===== config.mk =====
export PLATFORM = sky130hd
export DESIGN_NAME = axil_sorter_fifo
export DESIGN_NICKNAME = d
export VERILOG_FILES = /design/src/rtl/axil_sorter_fifo.sv
export SDC_FILE = /design/constraint.sdc
export NUM_CORES = 1
export LEC_CHECK = 0
export CAP_MARGIN = 20
export CELL_PAD_IN_SITES_DETAIL_PLACEMENT = 1
export CELL_PAD_IN_SITES_GLOBAL_PLACEMENT = 1
export CORE_ASPECT_RATIO = 0.5
export CORE_MARGIN = 2
export CORE_UTILIZATION = 55
export CTS_CLUSTER_SIZE = 25
export DETAILED_ROUTE_END_ITERATION = 8
export PLACE_DENSITY = 0.95
export SYNTH_ARGS = -nofsm -noshare
export SYNTH_HDL_FRONTEND = slang
export SYNTH_SLANG_ARGS = --single-unit

===== constraint.sdc =====
create_clock -name clk -period 16.8 [get_ports clk]
set_clock_uncertainty 0.15 [all_clocks]
set_input_delay 3.36 -clock clk [delete_from_list [all_inputs] [get_ports clk]]
set_output_delay 3.36 -clock clk [all_outputs]
set_load 0.02 [all_outputs]

===== src/rtl/axil_sorter_fifo.sv =====
`default_nettype none
// ============================================================================
//  Module   : axil_sorter_fifo
//  Purpose  : AXI4-Lite write slave that classifies DATA words by header
//             byte (sync/mask) and sorts them into valid/invalid FWFT FIFOs.
//  Revision : 1.0 - initial release
// ============================================================================
module axil_sorter_fifo #(
    parameter int ADDR_W = 32,
    parameter int WIDTH  = 32,
    parameter int DEPTH  = 8,
    parameter int CW     = $clog2(DEPTH) + 1
) (
    input  logic              clk,
    input  logic              rst,
    input  logic [ADDR_W-1:0] AWADDR,
    input  logic              AWVALID,
    output logic              AWREADY,
    input  logic [31:0]       WDATA,
    input  logic [3:0]        WSTRB,
    input  logic              WVALID,
    output logic              WREADY,
    output logic [1:0]        BRESP,
    output logic              BVALID,
    input  logic              BREADY,
    input  logic              val_rd_en,
    output logic [WIDTH-1:0]  val_rd_data,
    output logic              val_full,
    output logic              val_empty,
    output logic [CW-1:0]     val_count,
    input  logic              ival_rd_en,
    output logic [WIDTH-1:0]  ival_rd_data,
    output logic              ival_full,
    output logic              ival_empty,
    output logic [CW-1:0]     ival_count,
    output logic [15:0]       drop_cnt
);

    localparam int         PW       = $clog2(DEPTH);
    localparam logic [1:0] S_IDLE   = 2'd0;
    localparam logic [1:0] S_ACCEPT = 2'd1;
    localparam logic [1:0] S_RESP   = 2'd2;
    localparam logic [1:0] C_OKAY   = 2'b00;
    localparam logic [1:0] C_SLVERR = 2'b10;

    logic [1:0]  r_state;
    logic        r_awready;
    logic        r_wready;
    logic        r_bvalid;
    logic [1:0]  r_bresp;
    logic        r_enable;
    logic [7:0]  r_sync;
    logic [7:0]  r_mask;
    logic [15:0] r_drop_cnt;

    logic        w_accept;
    logic        w_is_ctrl;
    logic        w_is_match;
    logic        w_is_data;
    logic        w_cls_valid;
    logic        w_tgt_full;
    logic        w_data_ok;
    logic        w_drop;
    logic [1:0]  w_resp;
    logic        w_unused;

    // Index 0 is the valid FIFO, index 1 the invalid FIFO.
    logic [1:0]             w_push;
    logic [1:0]             w_pop;
    logic [1:0]             w_full;
    logic [1:0]             w_empty;
    logic [1:0]             w_rd_en;
    logic [1:0][CW-1:0]     w_count;
    logic [1:0][WIDTH-1:0]  w_rd_data;

    assign w_unused    = ^{WSTRB, WDATA};
    assign w_accept    = (r_state == S_ACCEPT);
    assign w_is_ctrl   = (AWADDR == ADDR_W'(32'h0));
    assign w_is_match  = (AWADDR == ADDR_W'(32'h4));
    assign w_is_data   = (AWADDR == ADDR_W'(32'h8));
    assign w_cls_valid = (((WDATA[31:24] ^ r_sync) & r_mask) == 8'h00);
    assign w_tgt_full  = w_cls_valid ? w_full[0] : w_full[1];
    assign w_data_ok   = w_accept && w_is_data && r_enable && !w_tgt_full;
    assign w_drop      = w_accept && w_is_data && r_enable && w_tgt_full;
    assign w_push[0]   = w_data_ok && w_cls_valid;
    assign w_push[1]   = w_data_ok && !w_cls_valid;
    assign w_rd_en     = {ival_rd_en, val_rd_en};

    always_comb begin
        w_resp = C_SLVERR;
        if (w_is_ctrl || w_is_match) begin
            w_resp = C_OKAY;
        end else if (w_is_data && r_enable && !w_tgt_full) begin
            w_resp = C_OKAY;
        end
    end

    always_ff @(posedge clk) begin
        if (rst) begin
            r_state    <= S_IDLE;
            r_awready  <= 1'b0;
            r_wready   <= 1'b0;
            r_bvalid   <= 1'b0;
            r_bresp    <= C_OKAY;
            r_enable   <= 1'b1;
            r_sync     <= 8'hA5;
            r_mask     <= 8'hFF;
            r_drop_cnt <= 16'h0000;
        end else begin
            case (r_state)
                S_IDLE: begin
                    if (AWVALID && WVALID) begin
                        r_state   <= S_ACCEPT;
                        r_awready <= 1'b1;
                        r_wready  <= 1'b1;
                    end
                end
                S_ACCEPT: begin
                    r_awready <= 1'b0;
                    r_wready  <= 1'b0;
                    r_bvalid  <= 1'b1;
                    r_bresp   <= w_resp;
                    r_state   <= S_RESP;
                    if (w_is_ctrl) begin
                        r_enable <= WDATA[0];
                    end
                    if (w_is_match) begin
                        r_sync <= WDATA[7:0];
                        r_mask <= WDATA[15:8];
                    end
                    if (w_drop && (r_drop_cnt != 16'hFFFF)) begin
                        r_drop_cnt <= r_drop_cnt + 16'd1;
                    end
                end
                S_RESP: begin
                    if (BREADY) begin
                        r_bvalid <= 1'b0;
                        r_state  <= S_IDLE;
                    end
                end
                default: begin
                    r_state <= S_IDLE;
                end
            endcase
        end
    end

    for (genvar f = 0; f < 2; f++) begin : g_fifo
        logic [WIDTH-1:0] r_mem [DEPTH];
        logic [PW-1:0]    r_wptr;
        logic [PW-1:0]    r_rptr;
        logic [CW-1:0]    r_count;

        assign w_full[f]    = (r_count == CW'(DEPTH));
        assign w_empty[f]   = (r_count == '0);
        assign w_pop[f]     = w_rd_en[f] && !w_empty[f];
        assign w_count[f]   = r_count;
        assign w_rd_data[f] = r_mem[r_rptr];

        always_ff @(posedge clk) begin
            if (rst) begin
                r_wptr  <= '0;
                r_rptr  <= '0;
                r_count <= '0;
            end else begin
                if (w_push[f]) begin
                    r_wptr <= r_wptr + 1'b1;
                end
                if (w_pop[f]) begin
                    r_rptr <= r_rptr + 1'b1;
                end
                case ({w_push[f], w_pop[f]})
                    2'b10:   r_count <= r_count + 1'b1;
                    2'b01:   r_count <= r_count - 1'b1;
                    default: r_count <= r_count;
                endcase
            end
        end

        // Storage is intentionally left out of reset.
        always_ff @(posedge clk) begin
            if (w_push[f]) begin
                r_mem[r_wptr] <= WDATA[WIDTH-1:0];
            end
        end
    end

    assign AWREADY      = r_awready;
    assign WREADY       = r_wready;
    assign BVALID       = r_bvalid;
    assign BRESP        = r_bresp;
    assign drop_cnt     = r_drop_cnt;
    assign val_rd_data  = w_rd_data[0];
    assign val_full     = w_full[0];
    assign val_empty    = w_empty[0];
    assign val_count    = w_count[0];
    assign ival_rd_data = w_rd_data[1];
    assign ival_full    = w_full[1];
    assign ival_empty   = w_empty[1];
    assign ival_count   = w_count[1];

endmodule
`default_nettype wire

Word-level counts from Yosys, hierarchy flattened
Memory sizes are Yosys's and may differ from the RTL's. A register that Yosys moved wholly into a read port is not among the register bits.
Index checks and enable logic that the tools add are counted.
Operators by class
  order comparisons: 0
  muxes and demuxes: 20
  divide/modulo/power cells: 0
  bitwise gates (word level): 2
  reductions and logical operators: 32
  multiply operators: 0
  equal/unequal tests: 13
  shift-type cells: 0
  add/subtract/negate cells: 9
Operator list (count)
  $eq A32 B3 Y1 const B: 1
  $eq A32 B4 Y1 const B: 1
  $logic_not A32 Y1: 1
  $add A16 B1 Y16 const B: 1
  $ne A16 B16 Y1 const B: 1
  $pmux W4 S2: 2
  $add A3 B1 Y3 const B: 4
  $logic_and A1 B1 Y1: 12
  $mux W3: 4
  $reduce_and A2 Y1: 6
  $add A4 B1 Y4 const B: 2
  $and A8 B8 Y8: 1
  $eq A4 B4 Y1 const B: 2
  $logic_not A4 Y1: 2
  $logic_not A8 Y1: 1
  $mux W2: 4
  $reduce_bool A2 Y1: 4
  $sub A4 B1 Y4 const B: 2
  $xor A8 B8 Y8: 1
  $mux W1: 7
  $eq A2 B1 Y1 const B: 3
  $eq A2 B2 Y1 const B: 3
  $pmux W2 S3: 1
  $logic_not A1 Y1: 4
  4 further kinds: 6
Storage, ports and cells
  logic and storage cells: 92
  input port bits: 75
  RAM bits: 512
  output and inout port bits: 97
  memories: 2
  bits in registers: 59
  memory bits (read-only): 0
  latch bits: 0
Memories
  g_fifo[0].r_mem: words 8, width 32, rd ports 1, clocked after memory_dff 1, write ports 1, RTL line 149  | logic [WIDTH-1:0] r_mem [DEPTH];
  g_fifo[1].r_mem: words 8, width 32, rd ports 1, clocked after memory_dff 1, write ports 1, RTL line 149

Longest topological paths before layout
  depth after elaboration: 9
  mapped depth: 12
  depth with buffers taken out: 12

Least setup slack after synthesis
Ideal clock, no wire load.
  path kind: in2reg
  start point: input AWADDR[1]
  end point: memory g_fifo[0].r_mem[0][0], enable pin
  path slack: 8533 ps
  arrival time: 7616 ps
  buffers on the path: 0
  data required time: 16149 ps
  stages on the path: 6
  setup time: 501 ps
  path through: nor4_2 > nand4_2 > nor3_4 > and3_1 > inv_2 > nor4_1
Between the ends
  word-level cells in the longest chain between the ends: 7
Ends and longest elaborated chain
  from (decl): RTL line 16  | input logic [ADDR_W-1:0] AWADDR,
  $eq A32 B4 Y1: RTL line 80  | assign w_is_data = (AWADDR == ADDR_W'(32'h8));
  $logic_and A1 B1 Y1 (3 in a row): RTL line 83  | assign w_data_ok = w_accept && w_is_data && r_enable && !w_tgt_full;
  $logic_and A1 B1 Y1: RTL line 85  | assign w_push[0] = w_data_ok && w_cls_valid;
  $mux W1: RTL line 182  | if (w_push[f]) begin
  $mux W1 (not written as such): RTL line 183  | r_mem[r_wptr] <= WDATA[WIDTH-1:0];
  to (decl): RTL line 149
No other way between the ends.

==> run metrics <==
register bit total from synthesis 576; kind of launch point of the worst setup path flip-flop; Warnings, synthesis 0; number of buffers inserted by hold repair at cts 0; H-tree levels 2; detailed-router iteration count before antenna repair 6; Port Buffer Count 166; HPWL after detailed placement ~35 mm; via count of the first global-routing pass 13600; Yosys top cell area share between 60 and 70%; insertion delay to the later sink of the worst-skew pair between 0.6 and 0.7 ns; leading cell type by number of instances after synthesis sky130_fd_sc_hd__edfxtp_1; Die ar. between 40000 and 50000 um^2; clock network power share a little over two fifths; net count of the mapped netlist 1196; share of power burned in combinational logic approximately 1.8%; area of the mapped netlist around 22000 um^2; Mapped Cells between 1000 and 1500; final design utilization between 60% and 70%; required time of the critical path roughly 13 ns; number of endpoints with negative hold slack in the final report 0; Critical Setup Path Class flip-flop to output port; Highest Clock Rate 138 MHz; switching power just over 0.0006 W; layout-stage area growth over the synthesis result 18.2%; number of gates given a new drive strength after cts 0; # Post-CTS Setup Buffers 0; final routed DRC violation total 0; Worst EP arrival around 3.7 ns; Finish-stage setup viols 0; fraction of the yosys area taken by sequential cells ~74%; total global-route track usage approximately a third; average wire per standard cell 38.5 um; clock tree from TritonCTS done; fraction of registers with async set/reset 0%; maximum fanout along the worst path 34; cell leakage power between 8 and 9 nW; fraction of layout cells with a size suffix above 1 approximately 25%; Iter 0 DRT Violations around 2200; TritonCTS sink count roughly 580; top cells by area, synth sky130_fd_sc_hd__edfxtp_1 (69%), sky130_fd_sc_hd__mux4_2 (13%), sky130_fd_sc_hd__dfxtp_1 (5.7%); die extent in x 290 um; largest buffer count on any clock path 3; Internal Pwr Total roughly 0.0022 W; effective utilization at floorplan ~56%; Fin Setup TNS 0 ns; first-pass GRT wire length a little under 100 mm; area of the placeable core roughly 40000 um^2; via density per instance ~7.0; setup repair after global routing missed its margin false; Max-slew headroom a little under a quarter; via count 13100; maximum ir drop on the vdd rail approximately 0.063 mV; cell taking the most area after synthesis sky130_fd_sc_hd__edfxtp_1; sequential cell fraction of total power ~55%; CTS root buffer sky130_fd_sc_hd__clkbuf_16; final wirelength between 70 and 80 mm; initial antenna violation count 3; final slew viol count 0; nets between 1000 and 1500; top cells by instance count after synthesis sky130_fd_sc_hd__edfxtp_1 (512), sky130_fd_sc_hd__mux4_2 (128), sky130_fd_sc_hd__mux2_2 (66), sky130_fd_sc_hd__dfxtp_1 (64), sky130_fd_sc_hd__clkbuf_1 (38); sort of element at the end of the critical path output port; final RePlAce weighted congestion about 0.79; worst hold path type flip-flop to flip-flop; startpoint of the worst-slack reg-to-reg timing path r_state[1]; largest net degree at the start of global routing 65; boundary pin count around 170; height of the die 147 um; power per cell area 107 nW/um^2; count of different cell masters after synthesis 48; number of flops mapped to enable cells by yosys between 500 and 600; synthesized area per cell roughly 20 um^2; hold path start r_enable; minimum clock period after layout 7.24 ns; ys flop type sky130_fd_sc_hd__edfxtp_1; status completed; Tcrit/Tclk final between 40% and 50%; remaining antenna violation count 0; worst-margin pin slew about 1.2 ns; cts bufs inserted between 40 and 50; overflow left after global routing 0; count of standard-cell rows 52; count of maximum capacitance violations 0; clock transition time at the flip-flop clock pins of the worst setup and hold paths 0.07 ns; switching power share of the total 21.8%
[layout by cell type (no fill, tap or decap), drive strengths merged, types with 5 or more instances in the layout]
cell | Yosys | layout
a211o | 12 | 12
a21oi | 26 | 26
and3 | 6 | 6
buf | 21 | 30
bufinv | 0 | 7
clkbuf | 38 | 58
clkdlybuf4s50 | 0 | 165
clkinv | 0 | 21
dfxtp | 64 | 64
edfxtp | 512 | 512
ha | 11 | 11
inv | 5 | 7
mux2 | 66 | 66
mux2i | 9 | 9
mux4 | 128 | 128
nand2 | 17 | 17
nand2b | 8 | 8
nand3 | 6 | 6
nand4 | 14 | 14
nor2 | 34 | 34
nor2b | 16 | 16
nor3 | 12 | 12
nor4 | 17 | 17
o21ai | 9 | 9
o31ai | 11 | 11
or3 | 6 | 6
or4 | 11 | 11
xnor2 | 5 | 5
xor2 | 17 | 17
[per-stage QoR]
step	total power (W)	hold slack [ns]	cells	setup slack, ns	cell area (um^2)
global route	0.00289	0.392	1878	9.39	26500
floorplan	0.00160	0.296	1110	8.53	22400
CTS	0.00282	0.354	1871	9.42	26400
finish	0.00284	0.352	1878	9.56	26500
detailed placement	0.00163	0.338	1783	8.97	24800
global placement	0.00163	0.312	1782	9.50	24800
[power by group through the flow]
stage | sequential [W] | clock [W] | combinational (W)
final | 0.00156 | 0.00124 | 0.0000503
after global routing | 0.00156 | 0.00128 | 0.0000518
after detailed placement | 0.00159 | 0 | 0.0000458
after global placement | 0.00159 | 0 | 0.0000407
after floorplan | 0.00159 | 0 | 0.00000615
after CTS | 0.00156 | 0.00121 | 0.0000472
[cell families after synthesis]
| logic type | synth area share, % |
|---|---|
| muxes | 16.6 |
| buffers and inverters | 1.22 |
| AOI/OAI and AO/OA | 1.84 |
| other | 0.0167 |
| and+or+nand+nor | 4.65 |
| adders and majority gates | 0.613 |
| DFF | 74.2 |
| xor gates and xnor gates | 0.859 |
[worst max-delay path: stages (launching register included)]
cell,delay [ns]
sky130_fd_sc_hd__dfxtp_4,0.79
sky130_fd_sc_hd__buf_4,0.75
sky130_fd_sc_hd__mux4_2,0.64
sky130_fd_sc_hd__mux2_2,0.31
sky130_fd_sc_hd__clkdlybuf4s50_1,0.57
[sequential cells by signal, indices dropped and copies added, names as in the netlist, named ones only]
signal,cells
BRESP,1
BVALID,1
WREADY,1
drop_cnt,16
g_fifo.r_mem,512
g_fifo.r_rptr,6
g_fifo.r_wptr,6
ival_count,4
r_enable,1
r_mask,8
r_state,2
r_sync,8
val_count,4
[area by class of cell]
cell class,instances,area (um^2)
Inverter,5,18.8
Fill cell,3299,13800
Sequential cell,576,16700
Timing Repair Buffer,196,1920
Clock inverter,31,360
Antenna cell,3,7.51
Tap cell,540,676
Clock buffer,57,1260
Multi-Input combinational cell,470,5610
[metal layers]
| layer | wire [um] | GRT usage [%] | part of all wire [%] | vias up |
|---|---|---|---|---|
| met1 | 25800 | 42.6 | 36 | 6753 |
| li1 | - | - | - | 4934 |
| met5 | 0 | 0.568 | 0 | - |
| met3 | 8130 | 6.52 | 11 | 237 |
| met4 | 3910 | 16.1 | 5.4 | 0 |
| met2 | 34600 | 51.4 | 48 | 1191 |
[worst paths after layout]
kind | endpoint | slack (ns) | cells past startpoint
worst max-delay path | val_rd_data[1] | 9.56 | 4
worst min-delay path | r_enable | 0.35 | 2
worst max register to register | val_count[2] | 12.79 | 12
worst min register to register | r_enable | 0.35 | 2
No activity file was read; power rests on OpenSTA's default activity.
